--- config.mk ---
export PLATFORM = sky130hd
export DESIGN_NAME = sram_mem_arbiter
export DESIGN_NICKNAME = d
export VERILOG_FILES = /design/src/rtl/sram_mem_arbiter_pkg.sv /design/src/rtl/sram_mem_arbiter_seg_addr_map.sv /design/src/rtl/sram_mem_arbiter.sv
export SDC_FILE = /design/constraint.sdc
export NUM_CORES = 1
export LEC_CHECK = 0
export BUFFER_PORTS_ARGS = -buffer_cell sky130_fd_sc_hd__buf_2
export CORE_MARGIN = 3
export CORE_UTILIZATION = 40
export CTS_CLUSTER_DIAMETER = 40
export CTS_CLUSTER_SIZE = 12
export DETAILED_ROUTE_END_ITERATION = 6
export PLACE_DENSITY = 0.76
export RECOVER_POWER = 25
export SLEW_MARGIN = 20
export SYNTH_ARGS = -nofsm -noshare
export SYNTH_HDL_FRONTEND = slang
export SYNTH_SLANG_ARGS = --single-unit
--- constraint.sdc ---
create_clock -name clk -period 2 [get_ports clk]
set_clock_uncertainty 0.05 [all_clocks]
set_input_delay 0.1 -clock clk [delete_from_list [all_inputs] [get_ports clk]]
set_output_delay 0.1 -clock clk [all_outputs]
set_load 0.02 [all_outputs]
--- src/rtl/sram_mem_arbiter_pkg.sv ---
// Shared types and constants for the SRAM request arbiter: FSM encoding,
// MIPS kseg0/kseg1 segment constants and transfer size encodings.
package sram_mem_arbiter_pkg;

    typedef enum logic [1:0] {
        ST_IDLE = 2'd0,
        ST_REQ  = 2'd1,
        ST_WAIT = 2'd2
    } state_e;

    typedef enum logic [1:0] {
        SIZE_BYTE = 2'd0,
        SIZE_HALF = 2'd1,
        SIZE_WORD = 2'd2
    } size_e;

    localparam logic [31:0] KSEG0_BASE = 32'h8000_0000;
    localparam logic [31:0] KSEG1_BASE = 32'hA000_0000;
    localparam logic [31:0] SEG_MASK   = 32'h1FFF_FFFF;

    // Top three address bits identify the 512 MB segment.
    localparam logic [2:0] KSEG0_SEG = KSEG0_BASE[31:29];
    localparam logic [2:0] KSEG1_SEG = KSEG1_BASE[31:29];

endpackage

--- src/rtl/sram_mem_arbiter_seg_addr_map.sv ---
// Combinational MIPS virtual-to-physical map: kseg0 and kseg1 fold onto the
// low 512 MB; kseg1 is flagged uncached, everything else passes through.
module sram_mem_arbiter_seg_addr_map
    import sram_mem_arbiter_pkg::*;
#(
    parameter int unsigned AW = 32
) (
    input  logic [AW-1:0] vaddr_i,
    output logic [AW-1:0] paddr_o,
    output logic          uncached_o
);

    logic [2:0] seg;
    assign seg = vaddr_i[AW-1 -: 3];

    always_comb begin
        paddr_o    = vaddr_i;
        uncached_o = 1'b0;
        if (seg == KSEG0_SEG) begin
            paddr_o = vaddr_i - AW'(KSEG0_BASE);
        end else if (seg == KSEG1_SEG) begin
            paddr_o    = vaddr_i & AW'(SEG_MASK);
            uncached_o = 1'b1;
        end
    end

endmodule

--- src/rtl/sram_mem_arbiter.sv ---
// N-channel SRAM-like request arbiter with one outstanding transaction,
// fixed-priority or round-robin grant, and kseg0/kseg1 address translation.
module sram_mem_arbiter
    import sram_mem_arbiter_pkg::*;
#(
    parameter int unsigned NCH     = 2,
    parameter int unsigned AW      = 32,
    parameter int unsigned DW      = 32,
    parameter int unsigned RR_MODE = 1
) (
    input  logic                  clk,
    input  logic                  resetn,
    input  logic [NCH-1:0]        ch_req,
    input  logic [NCH-1:0]        ch_wr,
    input  logic [2*NCH-1:0]      ch_size,
    input  logic [AW*NCH-1:0]     ch_addr,
    input  logic [DW*NCH-1:0]     ch_wdata,
    input  logic [(DW/8)*NCH-1:0] ch_wstrb,
    output logic [NCH-1:0]        ch_addr_ok,
    output logic [NCH-1:0]        ch_data_ok,
    output logic [DW-1:0]         ch_rdata,
    output logic                  mem_req,
    output logic                  mem_wr,
    output logic [1:0]            mem_size,
    output logic [AW-1:0]         mem_addr,
    output logic [DW-1:0]         mem_wdata,
    output logic [DW/8-1:0]       mem_wstrb,
    output logic                  mem_uncached,
    input  logic                  mem_addr_ok,
    input  logic                  mem_data_ok,
    input  logic [DW-1:0]         mem_rdata
);

    localparam int unsigned SW = DW / 8;
    localparam int unsigned GW = (NCH > 1) ? $clog2(NCH) : 1;

    // Grant: lowest index in fixed mode, otherwise first requester after last.
    function automatic logic [GW-1:0] pick(input logic [NCH-1:0] req,
                                           input logic [GW-1:0]  last);
        logic [GW-1:0] g;
        logic          found;
        int unsigned   idx;
        g     = '0;
        found = 1'b0;
        for (int unsigned i = 0; i < NCH; i++) begin
            if (RR_MODE != 0) idx = (32'(last) + 32'd1 + i) % NCH;
            else              idx = i;
            if (!found && req[GW'(idx)]) begin
                g     = GW'(idx);
                found = 1'b1;
            end
        end
        return g;
    endfunction

    logic [1:0]    size_a  [NCH];
    logic [AW-1:0] addr_a  [NCH];
    logic [DW-1:0] wdata_a [NCH];
    logic [SW-1:0] wstrb_a [NCH];

    for (genvar c = 0; c < NCH; c++) begin : g_unpack
        assign size_a[c]  = ch_size[2*c +: 2];
        assign addr_a[c]  = ch_addr[AW*c +: AW];
        assign wdata_a[c] = ch_wdata[DW*c +: DW];
        assign wstrb_a[c] = ch_wstrb[SW*c +: SW];
    end

    state_e        state_q,   state_d;
    logic [GW-1:0] grant_q,   grant_d;
    logic [GW-1:0] last_q,    last_d;
    logic          wr_q,      wr_d;
    size_e         size_q,    size_d;
    logic [AW-1:0] addr_q,    addr_d;
    logic [DW-1:0] wdata_q,   wdata_d;
    logic [SW-1:0] wstrb_q,   wstrb_d;
    logic          unc_q,     unc_d;
    logic [DW-1:0] rdata_q,   rdata_d;
    logic [NCH-1:0] data_ok_q, data_ok_d;
    logic [NCH-1:0] addr_ok_c;

    logic [GW-1:0] sel;
    logic [AW-1:0] sel_paddr;
    logic          sel_unc;

    assign sel = pick(ch_req, last_q);

    sram_mem_arbiter_seg_addr_map #(
        .AW (AW)
    ) u_seg_addr_map (
        .vaddr_i    (addr_a[sel]),
        .paddr_o    (sel_paddr),
        .uncached_o (sel_unc)
    );

    // Next-state and handshake decode.
    always_comb begin
        state_d   = state_q;
        grant_d   = grant_q;
        last_d    = last_q;
        wr_d      = wr_q;
        size_d    = size_q;
        addr_d    = addr_q;
        wdata_d   = wdata_q;
        wstrb_d   = wstrb_q;
        unc_d     = unc_q;
        rdata_d   = rdata_q;
        data_ok_d = '0;
        addr_ok_c = '0;
        case (state_q)
            ST_IDLE: begin
                if (|ch_req) begin
                    addr_ok_c[sel] = 1'b1;
                    grant_d        = sel;
                    last_d         = sel;
                    wr_d           = ch_wr[sel];
                    size_d         = size_e'(size_a[sel]);
                    addr_d         = sel_paddr;
                    wdata_d        = wdata_a[sel];
                    wstrb_d        = wstrb_a[sel];
                    unc_d          = sel_unc;
                    state_d        = ST_REQ;
                end
            end
            ST_REQ: begin
                if (mem_addr_ok) begin
                    if (mem_data_ok) begin
                        rdata_d            = mem_rdata;
                        data_ok_d[grant_q] = 1'b1;
                        state_d            = ST_IDLE;
                    end else begin
                        state_d = ST_WAIT;
                    end
                end
            end
            ST_WAIT: begin
                if (mem_data_ok) begin
                    rdata_d            = mem_rdata;
                    data_ok_d[grant_q] = 1'b1;
                    state_d            = ST_IDLE;
                end
            end
            default: state_d = ST_IDLE;
        endcase
    end

    always_ff @(posedge clk or negedge resetn) begin
        if (!resetn) begin
            state_q   <= ST_IDLE;
            grant_q   <= '0;
            last_q    <= GW'(NCH - 1);
            wr_q      <= 1'b0;
            size_q    <= SIZE_BYTE;
            addr_q    <= '0;
            wdata_q   <= '0;
            wstrb_q   <= '0;
            unc_q     <= 1'b0;
            rdata_q   <= '0;
            data_ok_q <= '0;
        end else begin
            state_q   <= state_d;
            grant_q   <= grant_d;
            last_q    <= last_d;
            wr_q      <= wr_d;
            size_q    <= size_d;
            addr_q    <= addr_d;
            wdata_q   <= wdata_d;
            wstrb_q   <= wstrb_d;
            unc_q     <= unc_d;
            rdata_q   <= rdata_d;
            data_ok_q <= data_ok_d;
        end
    end

    // Accept pulse is the only combinational output; silence it during reset.
    assign ch_addr_ok   = addr_ok_c & {NCH{resetn}};
    assign ch_data_ok   = data_ok_q;
    assign ch_rdata     = rdata_q;
    assign mem_req      = (state_q == ST_REQ);
    assign mem_wr       = wr_q;
    assign mem_size     = size_q;
    assign mem_addr     = addr_q;
    assign mem_wdata    = wdata_q;
    assign mem_wstrb    = wstrb_q;
    assign mem_uncached = unc_q;

endmodule

== Word level (Yosys, flattened, before mapping) ==
Cells that the tools add are included.
W data, S select, Z words.
Word-level totals
  RAM bits: 0
  bits in registers: 110
  latch bits: 0
  memory bits (read-only): 0
  memories: 0
Cells by class
  reduce and logical (&&, ||, !) cells: 10
  add/sub/neg operators: 3
  muxes and demuxes: 42
  divide/modulo/power cells: 0
  equal/unequal tests: 7
  shift-type cells: 0
  magnitude comparators: 7
  bitwise gates (word level): 2
  multiply operators: 0
Operators by type and width (number)
  $mux W32: 10
  $pmux W32 S2: 1
  $sub A32 B32 Y32 const B: 1
  $mux W2: 11
  $mux W1: 13
  $mux W4: 3
  $lt A1 B2 Y1 const B: 4
  $eq A3 B3 Y1 const B: 2
  $pmux W2 S3: 1
  $ne A2 B2 Y1 const B: 2
  $pmux W2 S2: 1
  $reduce_and A2 Y1: 2
  $logic_and A1 B1 Y1: 3
  $reduce_and A3 Y1: 1
  $add A1 B1 Y1 const B: 2
  $and A2 B2 Y2: 1
  $demux W1 S1: 2
  $eq A2 B1 Y1 const B: 1
  $eq A2 B2 Y1 const B: 1
  $ge A1 B1 Y1 const B: 2
  $ge A2 B2 Y1 const B: 1
  $logic_not A2 Y1: 1
  $ne A2 B1 Y1 const B: 1
  $not A1 Y2: 1
  other kinds (3): 3

== Longest topological paths before layout ==
Gate-level depths: netlist of run 1.
  depth in word-level cells: 14
  depth in mapped cells: 9

== By module ==
A second synthesis of run 1 with hierarchy kept.
Unflattened totals
  cell total of the unflattened synthesis: 569
  area total of the unflattened synthesis: 5129.9 um^2
By module, submodules not included
  sram_mem_arbiter: area an instance 4884.7 um^2, cells an instance 535, times used 1
  sram_mem_arbiter_seg_addr_map: area an instance 245.2 um^2, cells an instance 34, times used 1

== Worst setup path after synthesis of run 1 ==
No wires, ideal clock.
  kind: reg-to-reg
  start point: register state_q[1]
  end point: register rdata_q[10], in the netlist ch_rdata[10]
  buffers on the path: 1
  library setup time: 125 ps
  stages on the path, launching flop included: 7
  clock period less this slack: 1891 ps
  data arrival time: 1716 ps
  setup slack: 109 ps
  cells stage by stage: dfrtp_1 > inv_1 > ha_1 > and2_1 > o21ai_1 > buf_4 > mux2_2
On the way
  longest elaborated chain between the ends: 3
Ends and longest elaborated chain
  start, declared: RTL line sram_mem_arbiter.sv:68  | state_e state_q, state_d;
  start signal, assigned: RTL line sram_mem_arbiter.sv:160  | state_q <= state_d;
  $eq A2 B1 Y1 (*)
  named net mem_req: RTL line sram_mem_arbiter.sv:22  | output logic mem_req,
  $ne A2 B1 Y1 (no line) or $reduce_bool A2 Y1 (tied branches)
  $reduce_and A2 Y1 (no line)
  end signal, assigned: RTL line sram_mem_arbiter.sv:169  | rdata_q <= rdata_d;
  end, declared: RTL line sram_mem_arbiter.sv:77  | logic [DW-1:0] rdata_q, rdata_d;
The timed path passes the listed nets; every way through them passes the cells marked *.
A chain may end at the register's enable or synchronous reset.

== Worst setup path after layout of run 1 ==
  start point: register state_q[1]
  end point: register rdata_q[4], in the netlist ch_rdata[4]
On the way
  longest elaborated chain between the ends: 3
Ends and longest elaborated chain
  $eq A2 B1 Y1 or $eq A2 B2 Y1 (tied branches): RTL line sram_mem_arbiter.sv:109  | case (state_q)
  $ne A2 B1 Y1 (no line) or $reduce_bool A2 Y1 (tied branches)
  $reduce_and A2 Y1 (no line)
Parallel ways exist; a longest one is shown, timed or not.

==> results by group, run 1 <==
Global route
  – First-pass GRT wire length: 25290 microns
  – Pin count of the biggest net entering global routing: 107
  – GRT Total Usage: 0.2483
  – Gr ovfl total: 0
  – Antenna violations before repair: 0
  – Vias in the first global route: 5176

STA
  – Transition time of the tightest slew-check pin: 0.9424 ns
  – Highest clock rate: 532.3 MHz
  – Fin. max-slew vios: 0
  – Unrepaired setup endpoints after global routing: no
  – Crit share post-route: 0.9393
  – Minimum clock period: 1.879 ns
  – Slew margin rel.: 0.3718
  – Hold Fails Final Rpt: 0
  – Final setup vio count: 0
  – Setup TNS: 0 ns
  – Hold slack: 0.01148 ns

Die
  – Core area: 0.01113 sq mm
  – FP Rows: 38
  – Die Area: 0.01304 sq mm
  – Die W: 114.2 microns
  – Vert. Die Dim: 114.2 microns
  – Initial Utilization: 0.4207
  – I/O Pins: 289

Clocking
  – Root Driver: clkbuf_16
  – Clock sink count: 110
  – Worst skew pair latency: 0.34 ns
  – H-tree level count: 3
  – Clock transition at path regs: 0.07 ns
  – CTS tree: built
  – Clock Tree Buf Depth: 2
  – CTS buffer count: 9

Detailed routing
  – WL met1: 5693 microns
  – Initial drt markers: 359
  – Met3 routed WL: 1499 microns
  – Vias: 4731
  – Drt pass-1 iters: 7
  – Vias per inst: 5.049
  – Drt total wl: 16320 microns
  – WL met2: 8437 microns
  – Routed wire per std cell: 17.42 microns
  – DRC Markers: 3
  – Final ANT Viol Nets: 0
  – Highest Signal Layer: met4

Setup path
  – Startpoint type of the worst setup path: flip-flop
  – Crit Path Class: flip-flop to flip-flop
  – CP Capture Type: flip-flop
  – Critical path arrival: 2.05 ns
  – CP Max Fanout: 32
  – Critical Path RT: 2.17 ns

Cells and area
  – Layout Cells excl Fill: 937
  – Net count, final: 976
  – Fraction of layout cells with a size suffix above 1: 0.4065
  – Commonest non-fill, non-tap cell in the layout: buf_2
  – Number of diodes: 0
  – Commonest cells after routing, fill and taps aside: buf_2 (260), dlygate4sd3_1 (120), dfrtp_1 (109)
  – Synth-to-Final Area Change: 66.77%

Flow run
  – Max Cap Violations: 0

Synthesis
  – Yosys top cell by area: dfrtp_1
  – Syn Area/Cell: 12.06 sq um
  – FF+latch count, synth: 110
  – Yosys top cell area share: 0.5827
  – Ranking of synthesized cells by area: dfrtp_1 (58%), mux2i_1 (7.9%), mux2_2 (7.5%), a222oi_1 (6.8%), nand2_1 (3.4%)
  – Post-Syn Area: 0.004681 sq mm
  – Post-synthesis cell type count: 29
  – Synth Net Count: 572
  – Seq/Total Area, Yosys: 0.5883
  – Yosys warns: 0
  – Synthesized instance count: 388

Outcome
  – Violated checks: DRC
  – Status: finished, violations left

Power and ir drop
  – Peak supply drop: 0.9250 mV
  – P_leak: 0.004001 uW
  – Pwr dens: 1433 mW/mm^2

Place
  – Placer Congestion: 0.7861
  – Dpl cells: 799
  – Dpl hpwl: 10360 microns
  – Number of buffers added on ports: 288

Min path
  – Hold WC Path Type: input port to flip-flop
==> area by class of cell <==
| type | instances | area [sq um] |
|---|---|---|
| Clock buffer | 11 | 242.7 |
| Clock inverter | 5 | 58.81 |
| Fill cell | 760 | 3319 |
| Inverter | 37 | 138.9 |
| Multi-Input combinational cell | 214 | 1673 |
| Sequential cell | 110 | 2754 |
| Tap cell | 140 | 175.2 |
| Timing Repair Buffer | 420 | 2764 |
==> critical path: stages, from the launching register on <==
cell and delay (ns):
dfrtp_1 0.36, inv_1 0.11, ha_1 0.25, and2_1 0.20, o21ai_2 0.19, buf_12 0.23
mux2_2 0.37
==> through the flow <==
stage / util / cell area [sq um] / total power [uW] / worst slack [ns]
CTS: 0.7036 / 7828 / 11230 / 0.06836
global placement: 0.5683 / 6322 / 9001 / 0.2192
global route: 0.7016 / 7806 / 11860 / 0.02847
finish: 0.7016 / 7806 / 11190 / 0.1214
detailed placement: 0.5683 / 6322 / 9232 / 0.07724
floorplan: - / 4681 / 7220 / 0.1092
==> power by group <==
part | switching [uW] | internal (uW) | leakage (uW)
registers | 608 | 3330 | 0.00134
logic | 3310 | 2140 | 0.00252
clock network | 779 | 1010 | 0.000142
==> path summary, 6_finish.rpt <==
path                                         from                        to  slack, ns  depth (start not counted)
min in group asynchronous                  resetn  mem_addr[31]$_DFFE_PN0P_       0.18                          2
max                        state_q[1]$_DFFE_PN0P_   ch_rdata[4]$_DFFE_PN0P_       0.12                          6
min reg2reg                   grant_q$_DFFE_PN0P_   ch_data_ok[0]$_DFF_PN0_       0.41                          1
min                                   ch_wdata[2]  mem_wdata[2]$_DFFE_PN0P_       0.01                          3
max in group asynchronous                  resetn   ch_data_ok[0]$_DFF_PN0_       0.46                          3
max reg2reg                state_q[1]$_DFFE_PN0P_   ch_rdata[4]$_DFFE_PN0P_       0.12                          6
==> flip-flops by register name (all words and copies together) (netlist names) <==
register,count
mem_size,2
mem_wr,1
mem_wstrb,4
mem_wdata,32
ch_data_ok,2
ch_rdata,32
state_q,2
last_q,1
mem_uncached,1
mem_addr,32
grant_q,1
==> synth_stat cells (all sizes together) <==
library cell / n
mux2: 33
a32o: 2
and2: 4
clkbuf: 10
buf: 17
and3: 1
dfstp: 1
mux2i: 37
ha: 4
nor2: 4
a21oi: 4
nand2b: 1
dfrtp: 109
a222oi: 32
a31oi: 1
nor2b: 3
nand2: 43
o32ai: 1
a21boi: 1
inv: 37
o211ai: 1
o21ai: 40
a21o: 1
a22o: 1
==> routing by layer <==
metal  vias to the layer above  track usage
li1                       2189            -
met1                      2206       0.2613
met2                       278       0.4485
met3                        58      0.06184
met4                         0       0.1417
met5                         -            0
==> cells by family after synthesis <==
family	Yosys count	synth area share
DFF	110	0.5883
AOI/OAI and AO/OA	84	0.1304
muxes	70	0.1585
adders and majority gates	4	0.01069
buffers and inverters	64	0.06175
and+or+nand+nor	56	0.05025
==> timing repair <==
action | 4_1_cts | 5_1_grt
endpoints found under the hold margin | 188 | 0
setup buffers | 0 | 2
pin swaps | 0 | 1
setup endpoints to repair | 1 | 2
hold buffers | 120 | 0
gates resized for setup | 1 | 1
(Power assumes the default switching activity.)
==> run 2: changes to the inputs <==
- REMOVE_ABC_BUFFERS: not set -> 1
- TNS_END_PERCENT: not set -> 100
==> results by group, run 2 (synthesized netlist as in run 1, its figures left out) <==
Global route
  – Gr ovfl total: 0
  – Antenna violations before repair: 1
  – GRT Total Usage: 0.2479
  – First-pass GRT wire length: 25270 microns
  – Pin count of the biggest net entering global routing: 78
  – Vias in the first global route: 5058

STA
  – Setup TNS: 0 ns
  – Fin. max-slew vios: 0
  – Hold Fails Final Rpt: 0
  – Unrepaired setup endpoints after global routing: no
  – Highest clock rate: 517.8 MHz
  – Transition time of the tightest slew-check pin: 1.240 ns
  – Slew margin rel.: 0.1736
  – Final WS setup: 0.06887 ns
  – Minimum clock period: 1.931 ns
  – Crit share post-route: 0.9656
  – Final setup vio count: 0

Die
  – I/O Pins: 289
  – Initial Utilization: 0.4207
  – FP Rows: 38
  – Core area: 0.01113 sq mm
  – Vert. Die Dim: 114.2 microns
  – Die Area: 0.01304 sq mm
  – Die W: 114.2 microns

Outcome
  – Status: finished, violations left
  – Violated checks: DRC

Cells and area
  – Synth-to-Final Area Change: 66.53%
  – Layout Cells excl Fill: 932
  – Net count, final: 970
  – Design area: 0.007795 sq mm
  – Fillers: 784
  – Fraction of layout cells with a size suffix above 1: 0.3982
  – Commonest non-fill, non-tap cell in the layout: buf_2
  – Commonest cells after routing, fill and taps aside: buf_2 (246), dlygate4sd3_1 (112), dfrtp_1 (109)

Place
  – Pre-CTS setup slack: 0.1730 ns
  – Dpl cells: 800
  – Placement Cell Area: 0.006305 sq mm
  – Placer Congestion: 0.8370
  – Number of buffers added on ports: 288
  – Dpl hpwl: 10410 microns

Min path
  – Hold_sp: ch_wstrb[5]
  – Hold WC Path Type: input port to flip-flop

Setup path
  – Critical Path RT: 1.85 ns
  – Slowest-stage cell, CP: dfstp_2
  – Critical path arrival: 1.78 ns
  – Critical Path Most Common Cell: buf_12
  – CP Capture Type: output port
  – Worst-path cell chain: a21boi_4 -> buf_12 -> nor2_4 -> buf_12 -> and2_1 -> buf_2
  – Startpoint type of the worst setup path: flip-flop
  – Crit path launch: last_q$_DFFE_PN1P_
  – CP bufs+invs: 3
  – CP top delay family: flip-flops
  – Crit Path Class: flip-flop to output port
  – Worst r2r src: last_q$_DFFE_PN1P_
  – CP max stage delay: 0.58 ns
  – CP Max Fanout: 17

Power and ir drop
  – Pwr dens: 1470 mW/mm^2
  – Peak supply drop: 0.8663 mV
  – Design Power: 11460 uW
  – P_leak: 0.003964 uW

Flow run
  – Max Cap Violations: 0

Detailed routing
  – Final ANT Viol Nets: 0
  – Vias: 4748
  – Initial drt markers: 355
  – Drt pass-1 iters: 7
  – Drt total wl: 16750 microns
  – DRC Markers: 3
  – Vias per inst: 5.094
  – Routed wire per std cell: 17.97 microns

Clocking
  – Worst skew pair latency: 0.33 ns
  – Clock sink count: 110
  – H-tree level count: 3
  – Clock transition at path regs: 0.08 ns
  – CTS buffer count: 9
  – CTS tree: built
  – Clock Tree Buf Depth: 2
  – Root Driver: clkbuf_16
==> run 2: cell types whose count changed in the layout (fill, tap and decap cells not counted), sizes merged, moves of 2 or more <==
| cell | delta |
|---|---|
| inv | +2 |
| clkbuf | +16 |
| buf | -16 |
| clkinv | -2 |
| dlygate4sd3 | -8 |
==> run 2: path summary, 6_finish.rpt <==
kind	slack (ns)	to	depth (start not counted)
min in group asynchronous	0.12	mem_wdata[28]$_DFFE_PN0P_	2
max	0.07	ch_addr_ok[0]	6
min reg2reg	0.41	ch_data_ok[0]$_DFF_PN0_	1
max in group asynchronous	0.36	ch_rdata[27]$_DFFE_PN0P_	3
max reg2reg	0.09	mem_addr[2]$_DFFE_PN0P_	6
min	0.006	mem_wstrb[1]$_DFFE_PN0P_	3
==> run 2: stage by stage <==
| step | hold slack [ns] | util |
|---|---|---|
| final | 0.006006 | 0.7006 |
| after global routing | 0.01259 | 0.7006 |
| after CTS | 0.0004346 | 0.7009 |
| after detailed placement | -0.07320 | 0.5667 |
| after global placement | -0.07818 | 0.5667 |
| after floorplan | -0.2456 | - |
==> run 2: worst register-to-register path, delay by kind of cell, from the launching register on <==
kind / cells / cell delay [ns]
DFF: 1 / 0.58
buffers and inverters: 3 / 0.51
AOI/OAI and AO/OA: 2 / 0.49
and+or+nand+nor: 1 / 0.14
==> run 2: routing by layer <==
metal	global-route usage	part of all wire	vias up
li1	-	-	2178
met1	0.2646	0.34	2252
met2	0.4610	0.54	261
met3	0.04863	0.077	57
met4	0.1259	0.038	0
met5	0	0	-
==> run 2: cell type report <==
| cell class | count | area, sq um | share of cell area |
|---|---|---|---|
| Clock inverter | 6 | 92.59 | 0.01188 |
| Clock buffer | 10 | 239.0 | 0.03066 |
| Antenna cell | 1 | 2.502 | 0.0003210 |
| Multi-Input combinational cell | 214 | 1678 | 0.2152 |
| Timing Repair Buffer | 414 | 2715 | 0.3483 |
| Sequential cell | 110 | 2754 | 0.3533 |
| Tap cell | 140 | 175.2 | 0.02247 |
| Inverter | 37 | 138.9 | 0.01782 |
==> run 2: report_power, final <==
part / switching [uW] / total [uW] / leakage (uW) / internal [uW]
Sequential: 633 / 3970 / 0.00134 / 3330
Combinational: 3390 / 5550 / 0.00247 / 2150
Clock: 801 / 1940 / 0.000156 / 1140
==> run 2: what timing repair did <==
item / CTS / global route
gates resized for setup: 2 / 3
cloned: 1 / 1
buffers inserted: 0 / 1
setup endpoints to repair: 1 / 5
hold buffers: 112 / 0
pin swaps: 0 / 1
endpoints found under the hold margin: 182 / 0
==> run 3: changes to the inputs <==
- RECOVER_POWER: 25 -> 100
==> results by group, run 3 (synthesized netlist as in run 1, its figures left out) <==
Outcome
  – Status: finished, violations left
  – Violated checks: DRC

Cells and area
  – Final Util: 0.6917
  – Design area: 0.007696 sq mm
  – Commonest cells after routing, fill and taps aside: buf_2 (180), dlygate4sd3_1 (112), dfrtp_1 (109), clkbuf_1 (109), nand2_1 (43)
  – Multi-input logic area: 0.001678 sq mm
  – Commonest non-fill, non-tap cell in the layout: buf_2
  – Fraction of layout cells with a size suffix above 1: 0.3135
  – Net count, final: 970
  – Synth-to-Final Area Change: 64.42%
  – Flip-flop and latch area: 0.002754 sq mm
  – Fillers: 834

Setup path
  – CP Max Fanout: 17
  – Crit Path Class: flip-flop to output port
  – Critical Path RT: 1.85 ns
  – Critical path arrival: 1.78 ns
  – Startpoint type of the worst setup path: flip-flop
  – CP Capture Type: output port

Flow run
  – Max Cap Violations: 0

Power and ir drop
  – Peak supply drop: 0.8535 mV
  – Pwr dens: 1461 mW/mm^2
  – P_leak: 0.003751 uW

Clocking
  – CTS tree: built
  – Worst skew pair latency: 0.34 ns
  – Clock Tree Buf Depth: 2
  – Clock sink count: 110
  – CTS buffer count: 9
  – Root Driver: clkbuf_16
  – H-tree level count: 3
  – Clock transition at path regs: 0.08 ns

Global route
  – First-pass GRT wire length: 25270 microns
  – Gr ovfl total: 0
  – Vias in the first global route: 5058
  – Antenna violations before repair: 1
  – Pin count of the biggest net entering global routing: 78
  – GRT Total Usage: 0.2479

Detailed routing
  – Routed wire per std cell: 17.98 microns
  – Vias per inst: 5.089
  – Initial drt markers: 359
  – DRC Markers: 13
  – Final ANT Viol Nets: 0
  – Vias: 4743
  – Drt total wl: 16760 microns
  – Drt pass-1 iters: 7

STA
  – Crit share post-route: 0.9626
  – Highest clock rate: 519.4 MHz
  – Transition time of the tightest slew-check pin: 1.247 ns
  – Slew margin rel.: 0.1689
  – Fin. max-slew vios: 0
  – Minimum clock period: 1.925 ns
  – Hold Fails Final Rpt: 0
  – Final setup vio count: 0
  – Unrepaired setup endpoints after global routing: no
  – Setup TNS: 0 ns

Die
  – I/O Pins: 289
  – FP Rows: 38
  – Die W: 114.2 microns
  – Core area: 0.01113 sq mm
  – Initial Utilization: 0.4207
  – Vert. Die Dim: 114.2 microns
  – Die Area: 0.01304 sq mm

Place
  – Number of buffers added on ports: 288
  – Placer Congestion: 0.8370
  – Dpl hpwl: 10410 microns
  – Placement Cell Area: 0.006305 sq mm

Min path
  – Hold WC Path Type: input port to flip-flop
==> run 3: cell count changes in the layout (fill, tap and decap cells not counted), sizes merged <==
cell / before / now
buf: 256 / 188
clkbuf: 55 / 123
==> run 3: cell type report <==
cell class                 instances  area share
sequential                       110      0.3578
inverter                          37     0.01805
clock inverter                     6     0.01203
clock buffer                      10     0.03105
timing repair buffer             414      0.3399
antenna                            1   0.0003252
tap                              140     0.02276
multi-input combinational        214      0.2180
==> run 3: final timing paths <==
| kind | cells after the start | slack (ns) | start | end |
|---|---|---|---|---|
| setup / recovery | 6 | 0.07 | last_q$_DFFE_PN1P_ | ch_addr_ok[0] |
| hold / removal | 3 | 0.004 | ch_wstrb[5] | mem_wstrb[1]$_DFFE_PN0P_ |
| setup reg to reg | 5 | 0.08 | last_q$_DFFE_PN1P_ | mem_wdata[28]$_DFFE_PN0P_ |
| hold reg to reg | 1 | 0.41 | grant_q$_DFFE_PN0P_ | ch_data_ok[0]$_DFF_PN0_ |
| max in group asynchronous | 3 | 0.36 | resetn | ch_rdata[27]$_DFFE_PN0P_ |
| min in group asynchronous | 2 | 0.12 | resetn | mem_wdata[28]$_DFFE_PN0P_ |
==> run 3: timing repair <==
action / in CTS / in global routing
endpoints found under the hold margin: 182 / 0
pin swaps: 0 / 1
setup endpoints to repair: 1 / 5
gates resized for setup: 2 / 3
cloned: 1 / 1
setup buffers: 0 / 1
hold buffers: 112 / 0
==> run 3: where the power goes <==
group          internal, uW  switching [uW]
clock network          1140             805
logic                  1930            3380
registers              3340             655
==> run 3: per-stage QoR <==
stage | power [uW] | cells | worst slack [ns] | hold slack (ns)
after global routing | 11910 | 932 | 0.01045 | 0.03414
final | 11240 | 932 | 0.07485 | 0.004363
after global placement | 8944 | 800 | 0.2608 | -0.07818
after CTS | 11440 | 929 | 0.01437 | 0.0004346
after floorplan | 7065 | 361 | -3.070 | -0.2456
after detailed placement | 9204 | 800 | 0.1730 | -0.07320
==> run 3: metal layers <==
layer	global-route usage	vias to the layer above	wire length, microns
li1	-	2178	-
met1	0.2646	2247	5789
met2	0.4610	263	9004
met3	0.04863	55	1320
met4	0.1259	0	645
met5	0	-	0
==> run 3: critical path: stages (launching register included) <==
cell	delay [ns]
dfstp_2	0.58
a21boi_4	0.08
buf_12	0.14
nor2_4	0.15
buf_12	0.17
and2_1	0.14
buf_2	0.17
